**config.mk**
```make
export PLATFORM = sky130hd
export DESIGN_NAME = trace_line_encoder
export DESIGN_NICKNAME = d
export VERILOG_FILES = /design/src/rtl/trace_line_encoder.sv
export SDC_FILE = /design/constraint.sdc
export NUM_CORES = 1
export LEC_CHECK = 0
export ABC_AREA = 1
export CAP_MARGIN = 25
export CORE_MARGIN = 2
export CORE_UTILIZATION = 55
export CTS_BUF_LIST = sky130_fd_sc_hd__clkbuf_4 sky130_fd_sc_hd__clkbuf_8
export CTS_CLUSTER_DIAMETER = 50
export DETAILED_ROUTE_END_ITERATION = 6
export DONT_BUFFER_PORTS = 1
export GPL_TIMING_DRIVEN = 0
export PLACE_DENSITY = 0.7
export SLEW_MARGIN = 40
export SYNTH_ARGS = -nofsm -noshare
export SYNTH_HDL_FRONTEND = slang
export SYNTH_SLANG_ARGS = --single-unit
```
**constraint.sdc**
```tcl
create_clock -name clk -period 1.8 [get_ports clk]
set_input_delay 0.36 -clock clk [delete_from_list [all_inputs] [get_ports clk]]
set_output_delay 0.36 -clock clk [all_outputs]
set_load 0.02 [all_outputs]
```
**src/rtl/trace_line_encoder.sv**
```systemverilog
// trace_line_encoder: serializes packed multi-field samples into ASCII trace lines ("0101 1010\n").
// Optional macro TRACE_LINE_TIMESTAMP_EN prefixes each line with a TS_W-bit cycle timestamp token.
module trace_line_encoder #(
  parameter int FIELD_W    = 8,
  parameter int NUM_FIELDS = 2,
  parameter int TS_W       = 16
) (
  input  logic                          clk,
  input  logic                          rst,
  input  logic                          in_valid,
  output logic                          in_ready,
  input  logic [NUM_FIELDS*FIELD_W-1:0] in_data,
  output logic                          out_valid,
  input  logic                          out_ready,
  output logic [7:0]                    out_byte,
  output logic                          busy,
  output logic [15:0]                   line_cnt
);
  localparam int DW = NUM_FIELDS * FIELD_W;
  localparam int BW = FIELD_W > 1 ? $clog2(FIELD_W) : 1;
  localparam int FW = NUM_FIELDS > 1 ? $clog2(NUM_FIELDS) : 1;

  if (FIELD_W < 1 || NUM_FIELDS < 1 || TS_W < 1) begin : g_bad_params
    $error("trace_line_encoder: parameters out of range");
  end

  typedef enum logic [2:0] {IDLE, TS, TSEP, BITS, SEP, EOL} state_t;

  state_t          state_q, state_d;
  logic [DW-1:0]   data_q, data_d;
  logic [FW-1:0]   fld_q, fld_d;
  logic [BW-1:0]   bit_q, bit_d;
  logic [15:0]     line_cnt_q, line_cnt_d;
  logic [FIELD_W-1:0] cur_field;

  assign cur_field = data_q[fld_q*FIELD_W +: FIELD_W];
  assign in_ready  = state_q == IDLE;
  assign busy      = state_q != IDLE;
  assign out_valid = state_q != IDLE;
  assign line_cnt  = line_cnt_q;

`ifdef TRACE_LINE_TIMESTAMP_EN
  localparam int TB = TS_W > 1 ? $clog2(TS_W) : 1;
  logic [TS_W-1:0] ts_q, tsl_q, tsl_d;
  logic [TB-1:0]   tb_q, tb_d;

  // free-running cycle counter, zero in the cycle after reset
  always_ff @(posedge clk) begin
    if (rst) ts_q <= '0;
    else ts_q <= ts_q + 1'b1;
  end

  // latched timestamp and its character index
  always_ff @(posedge clk) begin
    if (rst) begin
      tsl_q <= '0;
      tb_q  <= '0;
    end else begin
      tsl_q <= tsl_d;
      tb_q  <= tb_d;
    end
  end
`endif

  // state, sample shift register and line counter
  always_ff @(posedge clk) begin
    if (rst) begin
      state_q    <= IDLE;
      data_q     <= '0;
      fld_q      <= '0;
      bit_q      <= '0;
      line_cnt_q <= '0;
    end else begin
      state_q    <= state_d;
      data_q     <= data_d;
      fld_q      <= fld_d;
      bit_q      <= bit_d;
      line_cnt_q <= line_cnt_d;
    end
  end

  // next-state and output character; everything holds while the sink stalls
  always_comb begin
    state_d    = state_q;
    data_d     = data_q;
    fld_d      = fld_q;
    bit_d      = bit_q;
    line_cnt_d = line_cnt_q;
    out_byte   = 8'h00;
`ifdef TRACE_LINE_TIMESTAMP_EN
    tsl_d      = tsl_q;
    tb_d       = tb_q;
`endif
    case (state_q)
      IDLE: begin
        if (in_valid) begin
          data_d = in_data;
          fld_d  = '0;
          bit_d  = BW'(FIELD_W - 1);
`ifdef TRACE_LINE_TIMESTAMP_EN
          tsl_d   = ts_q;
          tb_d    = TB'(TS_W - 1);
          state_d = TS;
`else
          state_d = BITS;
`endif
        end
      end
`ifdef TRACE_LINE_TIMESTAMP_EN
      TS: begin
        out_byte = {7'h18, tsl_q[tb_q]};
        if (out_ready) begin
          tb_d    = |tb_q ? tb_q - 1'b1 : tb_q;
          state_d = |tb_q ? TS : TSEP;
        end
      end
      TSEP: begin
        out_byte = 8'h20;
        state_d  = out_ready ? BITS : TSEP;
      end
`endif
      BITS: begin
        out_byte = {7'h18, cur_field[bit_q]};
        if (out_ready) begin
          bit_d   = |bit_q ? bit_q - 1'b1 : bit_q;
          state_d = |bit_q ? BITS : (fld_q == FW'(NUM_FIELDS - 1) ? EOL : SEP);
        end
      end
      SEP: begin
        out_byte = 8'h20;
        if (out_ready) begin
          fld_d   = fld_q + 1'b1;
          bit_d   = BW'(FIELD_W - 1);
          state_d = BITS;
        end
      end
      EOL: begin
        out_byte = 8'h0A;
        if (out_ready) begin
          line_cnt_d = line_cnt_q + 16'd1;
          state_d    = IDLE;
        end
      end
      default: state_d = IDLE;
    endcase
  end
endmodule

```
==> flow_metrics.py <==
metrics = {
    "global_routing": {
        "grt_max_degree": 12,
        "grt_pass1_vias": 1827,
        "grt_pass1_wl_um": 7596,
        "antenna_found_initial": 0,
        "gr-total-overflow": 0,
        "gr-usage-all-layers_pct": 23.85,
    },
    "die": {
        "fp.dieH_um": 64.31,
        "initial_core_util_pct": 58.57,
        "dieArea_sq_mm": 0.004136,
        "ioPinCount": 47,
        "die_w_um": 64.31,
        "num_rows": 21,
        "coreArea_sq_mm": 0.003416,
    },
    "clocking": {
        "clock-sinks": 39,
        "root_buffer": "clkbuf_4",
        "clk_path_buf_depth": 2,
        "clk_latency_ns": 0.37,
        "clkTransAtPathRegs_ns": 0.11,
        "ctsHoldBuffers": 0,
        "cts_buffers": 5,
        "cts_tree": "yes",
        "htree_num_levels": 2,
    },
    "pwr": {
        "power.density_mw_per_mm2": 1454,
        "p_int_w": 0.001869,
        "vdd_drop_max_uv": 617.5,
        "power_frac_seq_pct": 36.9,
        "clkPwrFrac_pct": 14.6,
        "p_leak_nw": 1.008,
        "switching_share_pct": 45.28,
        "switching_power_w": 0.001547,
        "p_comb_share_pct": 48.5,
    },
    "timing": {
        "timing.final.crit_period_ns": 1.815,
        "setup_violations": 1,
        "max_freq_ghz": 0.5508,
        "final.setup_skew_ns": 0.01368,
        "maxSlewViolCount": 0,
        "final.period_utilization_pct": 100.9,
        "rsz0062_at_grt": "true",
        "worst_slack_ns": -0.01543,
        "hold_viol": 0,
    },
    "setup_path": {
        "crit_top_cell": "nand3_2",
        "required_ns": 1.44,
        "rrSetupSlack_ns": 0.17,
        "cp_cell_sequence": "inv_4 -> nand2_1 -> nand3_2 -> nand3_2 -> nand3_2 -> a21oi_4",
        "critPathArrivalTime_ns": 1.46,
        "r2r_cells": 9,
        "cp-startpoint": "fld_q$_SDFFE_PP0P_",
        "critPathMaxFanout": 9,
        "slowest_delay_ns": 0.41,
        "setup.worst_path.end": "out_byte[0]",
        "cpLargestDelayFamily": "flip-flops",
        "crit_type": "register to output pin",
        "cp_slowest_cell": "dfxtp_4",
        "critPathBufInv": 1,
        "crit_cells": 6,
        "r2r_start": "bit_q[0]$_SDFFE_PP0P_",
        "end_kind": "output pin",
        "rr_endpoint": "bit_q[1]$_SDFFE_PP0P_",
        "start_kind": "register",
    },
    "detailed_routing": {
        "route.detailed.drc": 0,
        "final_antenna_net_count": 0,
        "drtIter0Drc": 110,
        "routed_wl_um": 4904,
        "dr.pass1.iters": 4,
        "routed-via-count": 1875,
        "vias_per_cell": 5.180,
        "wire_per_inst_um": 13.55,
    },
    "place": {
        "pre_cts_slack_ns": 0.1461,
        "dp.cells": 348,
        "globalplace.congestion": 0.8420,
        "placed_area_sq_mm": 0.002066,
        "io_buffers": 0,
        "hpwl_um": 3252,
    },
    "job": {
        "cap_violations": 0,
    },
    "layout": {
        "fin_util_pct": 68.75,
        "n_antenna_cell": 0,
        "final_cell_area_sq_mm": 0.002349,
        "finalNonFillerCells": 362,
        "final_layout_size_suffix_gt1_share_pct": 23.42,
        "layout.nets": 338,
        "final_common_cell": "nand2_1",
        "area_delta_synth_final_pct": 17.39,
        "final_cell_mix": "nand2_1 (56), inv_1 (39), dfxtp_1 (34), nor2_1 (31)",
        "fillers": 293,
    },
    "yosys": {
        "netlist_area_sq_mm": 0.002001,
        "seq_area_frac_synth_pct": 39.02,
        "yosys_register_bits": 39,
        "syn_avg_cell_area_sq_um": 6.669,
        "ys.warnings.count": 0,
        "ys_types": 25,
        "syn_inst": 300,
    },
    "outcome": {
        "status": "finished with violations",
        "violations": "setup timing",
    },
    "min_path": {
        "hp-class": "input port to register",
    },
}
-- per-stage QoR --
stage                     hold WS [ns]  TNS [ns]  power, W
final                          0.04085  -0.01543  0.003416
after detailed placement        0.4320         0  0.002439
after CTS                      0.04093         0  0.003032
after floorplan                 0.4291         0  0.002199
after global placement          0.4326         0  0.002410
after global routing           0.03131  -0.08694  0.003655
-- timing repair --
item / in CTS / in global routing
buffers inserted: 1 / 4
pin swaps: 2 / 18
cloned: 0 / 1
gates resized for setup: 15 / 32
endpoints found under the setup margin: 3 / 2
-- worst register-to-register path: stages, from the launching register on --
cell and delay, ns:
dfxtp_2 0.46, inv_2 0.12, buf_4 0.16, ha_1 0.18, nand2_1 0.09, nand2_1 0.06
nand2_1 0.11, nand3_1 0.17, o21ai_1 0.16, nor2_1 0.05
-- cell usage after synthesis (all sizes together) --
library cell / number / area share, %
clkinv: 2 / 0.38
xor2: 1 / 0.44
nor3: 7 / 1.8
ha: 3 / 1.9
dfxtp: 39 / 39
a21oi: 26 / 6.5
nand3: 25 / 7.0
nor3b: 1 / 0.38
clkbuf: 5 / 0.94
inv: 47 / 8.8
conb: 1 / 0.19
nor2: 39 / 9.2
o21a: 1 / 0.38
o21ai: 27 / 6.8
nand2: 68 / 13
nand4: 1 / 0.63
buf: 7 / 2.4
-- power by group through the flow --
stage               logic [W]  clock network [W]  registers [W]
floorplan             0.00102                  0        0.00118
global placement      0.00120                  0        0.00121
detailed placement    0.00122                  0        0.00122
CTS                   0.00133           0.000494        0.00121
global route          0.00185           0.000521        0.00128
finish                0.00166           0.000499        0.00126
-- area by class of cell --
cell class | instances | area, sq um | area share (%)
flip-flops and latches | 39 | 792.0 | 33.72
inverters | 49 | 188.9 | 8.045
clock buffers | 7 | 52.55 | 2.238
repair buffers | 6 | 62.56 | 2.664
clock inverters | 1 | 5.005 | 0.2131
multi-input cells | 202 | 1109 | 47.20
plain buffers | 12 | 81.33 | 3.463
well taps | 46 | 57.56 | 2.451
-- state kept, by name, summed over array words and instances, names as in the netlist --
name	flops
state_q	3
bit_q	3
data_q	16
fld_q	1
line_cnt	16
-- how the worst min path moves through the flow --
stage	slack (ns)	cells after the start	startpoint	to
floorplan	0.43	1	rst	line_cnt[1]$_SDFFE_PP0P_
global placement	0.43	1	rst	state_q[1]$_SDFFE_PP0P_
detailed placement	0.43	1	rst	line_cnt[1]$_SDFFE_PP0P_
CTS	0.04	1	rst	line_cnt[1]$_SDFFE_PP0P_
global route	0.03	1	rst	state_q[1]$_SDFFE_PP0P_
finish	0.04	1	rst	state_q[1]$_SDFFE_PP0P_
-- kinds of logic after synthesis --
kind of cell / Yosys count / synth area share (%)
simple gates: 141 / 32.33
fa+ha+maj: 3 / 1.876
compound gates: 54 / 13.63
xor+xnor: 1 / 0.4379
other cells: 1 / 0.1874
flops: 39 / 39.02
buf+inv: 61 / 12.51
-- routing by layer --
metal	track usage, %	part of all wire (%)	vias to the layer above
met5	0	0	-
met4	11.97	2.7	0
li1	-	-	961
met1	26.33	42	858
met2	41.80	49	45
met3	6.514	5.8	11
Power figures use the tool's default switching activity.
==> patch (same settings) <==
`FIELD_W`: 8 -> 4.
--- a/src/rtl/trace_line_encoder.sv
+++ b/src/rtl/trace_line_encoder.sv
@@ -1,7 +1,7 @@
 // trace_line_encoder: serializes packed multi-field samples into ASCII trace lines ("0101 1010\n").
 // Optional macro TRACE_LINE_TIMESTAMP_EN prefixes each line with a TS_W-bit cycle timestamp token.
 module trace_line_encoder #(
-  parameter int FIELD_W    = 8,
+  parameter int FIELD_W    = 4,
   parameter int NUM_FIELDS = 2,
   parameter int TS_W       = 16
 ) (
Ports: changed (resized in_data); port bits go from 47 to 39. No check against the original RTL was run, so the function may have changed too.
==> patch against the unedited design <==
- area after synthesis is 21% lower
- clock skew decreased by 8.0 ps
- setup slack better by 82 ps
- register-to-register slack gained 120 ps
- global-route usage is 1.1 points lower
- design area down 26%
- worst hold slack gained 140 ps
- non-clock buffer count shrank 5
- count of clock-buffer cells in the layout is 1 lower
- total power decreased by 34%
- sequential cell count is 9 lower
- wire length down 31%
- critical path type unchanged
- largest cell class unchanged
- largest power group unchanged
- highest routed layer unchanged
==> patch: results (changes against the unedited design) <==
cts:
  cts.repair.resized: 10  # was 15
  clk_path_buf_depth: 2  # unchanged
  clock_latency_ps: 330  # was 370 ps
  clockRootBuffer: "clkbuf_4"  # unchanged
  clkSlewWorstSetupHoldPaths_ps: 100
  htreeDepth: 2  # unchanged
  cts_made_buffers: 5  # unchanged
  postCtsSetupRepairBufs: 3  # was 1
power_and_ir_drop:
  clkPwrFrac_pct: 19.2  # was 14.6%
  pwr-share-comb_pct: 41.6  # was 48.5%
  p_sw_uw: 952  # was 1.55 mW
  power.leakage_nw: 0.741  # was 1.01 nW
  ir_drop_mv: 0.991  # was 0.618 mV
yosys:
  async_flop_share_pct: 0  # unchanged
  ys_warn_count: 0  # unchanged
  synth_common_cells: "nand2_1, inv_1, dfxtp_1"  # unchanged
  synth-seq-area-share_pct: 37.9  # was 39.0%
  synth_ff_type: "dfxtp_1"  # unchanged
  ys_top_cells_by_area: "dfxtp_1, nand2_1, inv_1"  # unchanged
  ys_types: 26  # was 25
critical_path:
  cp.arrival_ps: 1370  # was 1460 ps
  cp_common_cell: "inv_4"  # was nand3_2
  crit_family: "flip-flops"  # unchanged
  path_max_fanout: 7  # was 9
  crit_slowest_cell: "dfxtp_4"  # unchanged
  slowest_delay_ps: 380  # was 410 ps
grt:
  grt_max_degree: 11  # was 12
  grt_pass1_wl_mm: 5.87  # was 7.60 mm
  gr-total-overflow: 0  # unchanged
  track_usage_pct: 22.7  # was 23.8%
  grt_pass1_vias: 1393  # was 1827
place:
  placed_cell_area_sq_um: 1630  # was 2070 sq um
  gp_congestion: 0.846  # was 0.842
  place_ws_ps: 180  # was 146 ps
  hpwl_mm: 2.59  # was 3.25 mm
outcome:
  status: "finished, final reports clean"  # was finished with violations
layout:
  drive_gt1_share_pct: 15.3  # was 23.4%
  largest_reg_flops: 16
  n_antenna_cell: 0  # unchanged
  final_area_sq_um: 1750  # was 2350 sq um
  fin_nets: 261  # was 338
worst_hold_path:
  hold_class: "primary input to flip-flop"  # unchanged
sta:
  fin_skew_ps: 5.68  # was 13.7 ps
route:
  drtIter0Drc: 78  # was 110
  viasPerCell: 5.31  # was 5.18
  drt-pass1-iter-count: 4  # unchanged
  avgRoutedWirePerCell_um: 12.2  # was 13.5 um
==> patch: cell types whose count changed in the layout (fill, tap and decap cells not counted), sizes merged, moves of 2 or more <==
cell,change
a21oi,-4
and3,+2
buf,-3
clkbuf,-3
clkinv,-2
dfxtp,-9
inv,-13
nand2,-12
nand3,-8
nand4,+3
nor2,-5
nor3,-2
o21ai,-15
xnor2,+3
==> patch: logic make-up after synthesis <==
group           synth area share, %
simple gates                   35.1
compound gates                 11.2
flops                          37.9
buf+inv                        12.4
other cells                   0.236
xor+xnor                       1.66
fa+ha+maj                      1.58
==> patch: final timing paths <==
path / from / end / slack (ps) / depth (start not counted)
min: in_data[0] / data_q[0] / 180 / 2
min reg2reg: data_q[1] / data_q[1] / 460 / 2
max reg2reg: line_cnt[1] / line_cnt[10] / 290 / 8
max: state_q[1] / out_valid / 70 / 5
==> patch: routing by layer <==
| metal | GRT usage (%) | vias up | wire [um] |
|---|---|---|---|
| li1 | - | 763 | - |
| met1 | 23.9 | 664 | 1340 |
| met2 | 40.7 | 49 | 1690 |
| met3 | 9.38 | 6 | 319 |
| met4 | 7.64 | 0 | 56 |
| met5 | 0 | - | 0 |
==> patch: per-stage QoR <==
step	util, %	std cells	total power, mW
final	63.3	279	2.27
after detailed placement	59.2	269	1.72
after global routing	63.3	279	2.43
after floorplan	-	238	1.57
after CTS	62.8	279	2.25
after global placement	59.2	269	1.68
==> patch: final cells by class <==
class / count / area [sq um]
Multi-Input combinational cell: 163 / 806
Buffer: 10 / 68.8
Clock buffer: 6 / 51.3
Clock inverter: 2 / 12.5
Tap cell: 31 / 38.8
Sequential cell: 30 / 613
Inverter: 34 / 133
Timing Repair Buffer: 3 / 22.5
Fill cell: 272 / 1010
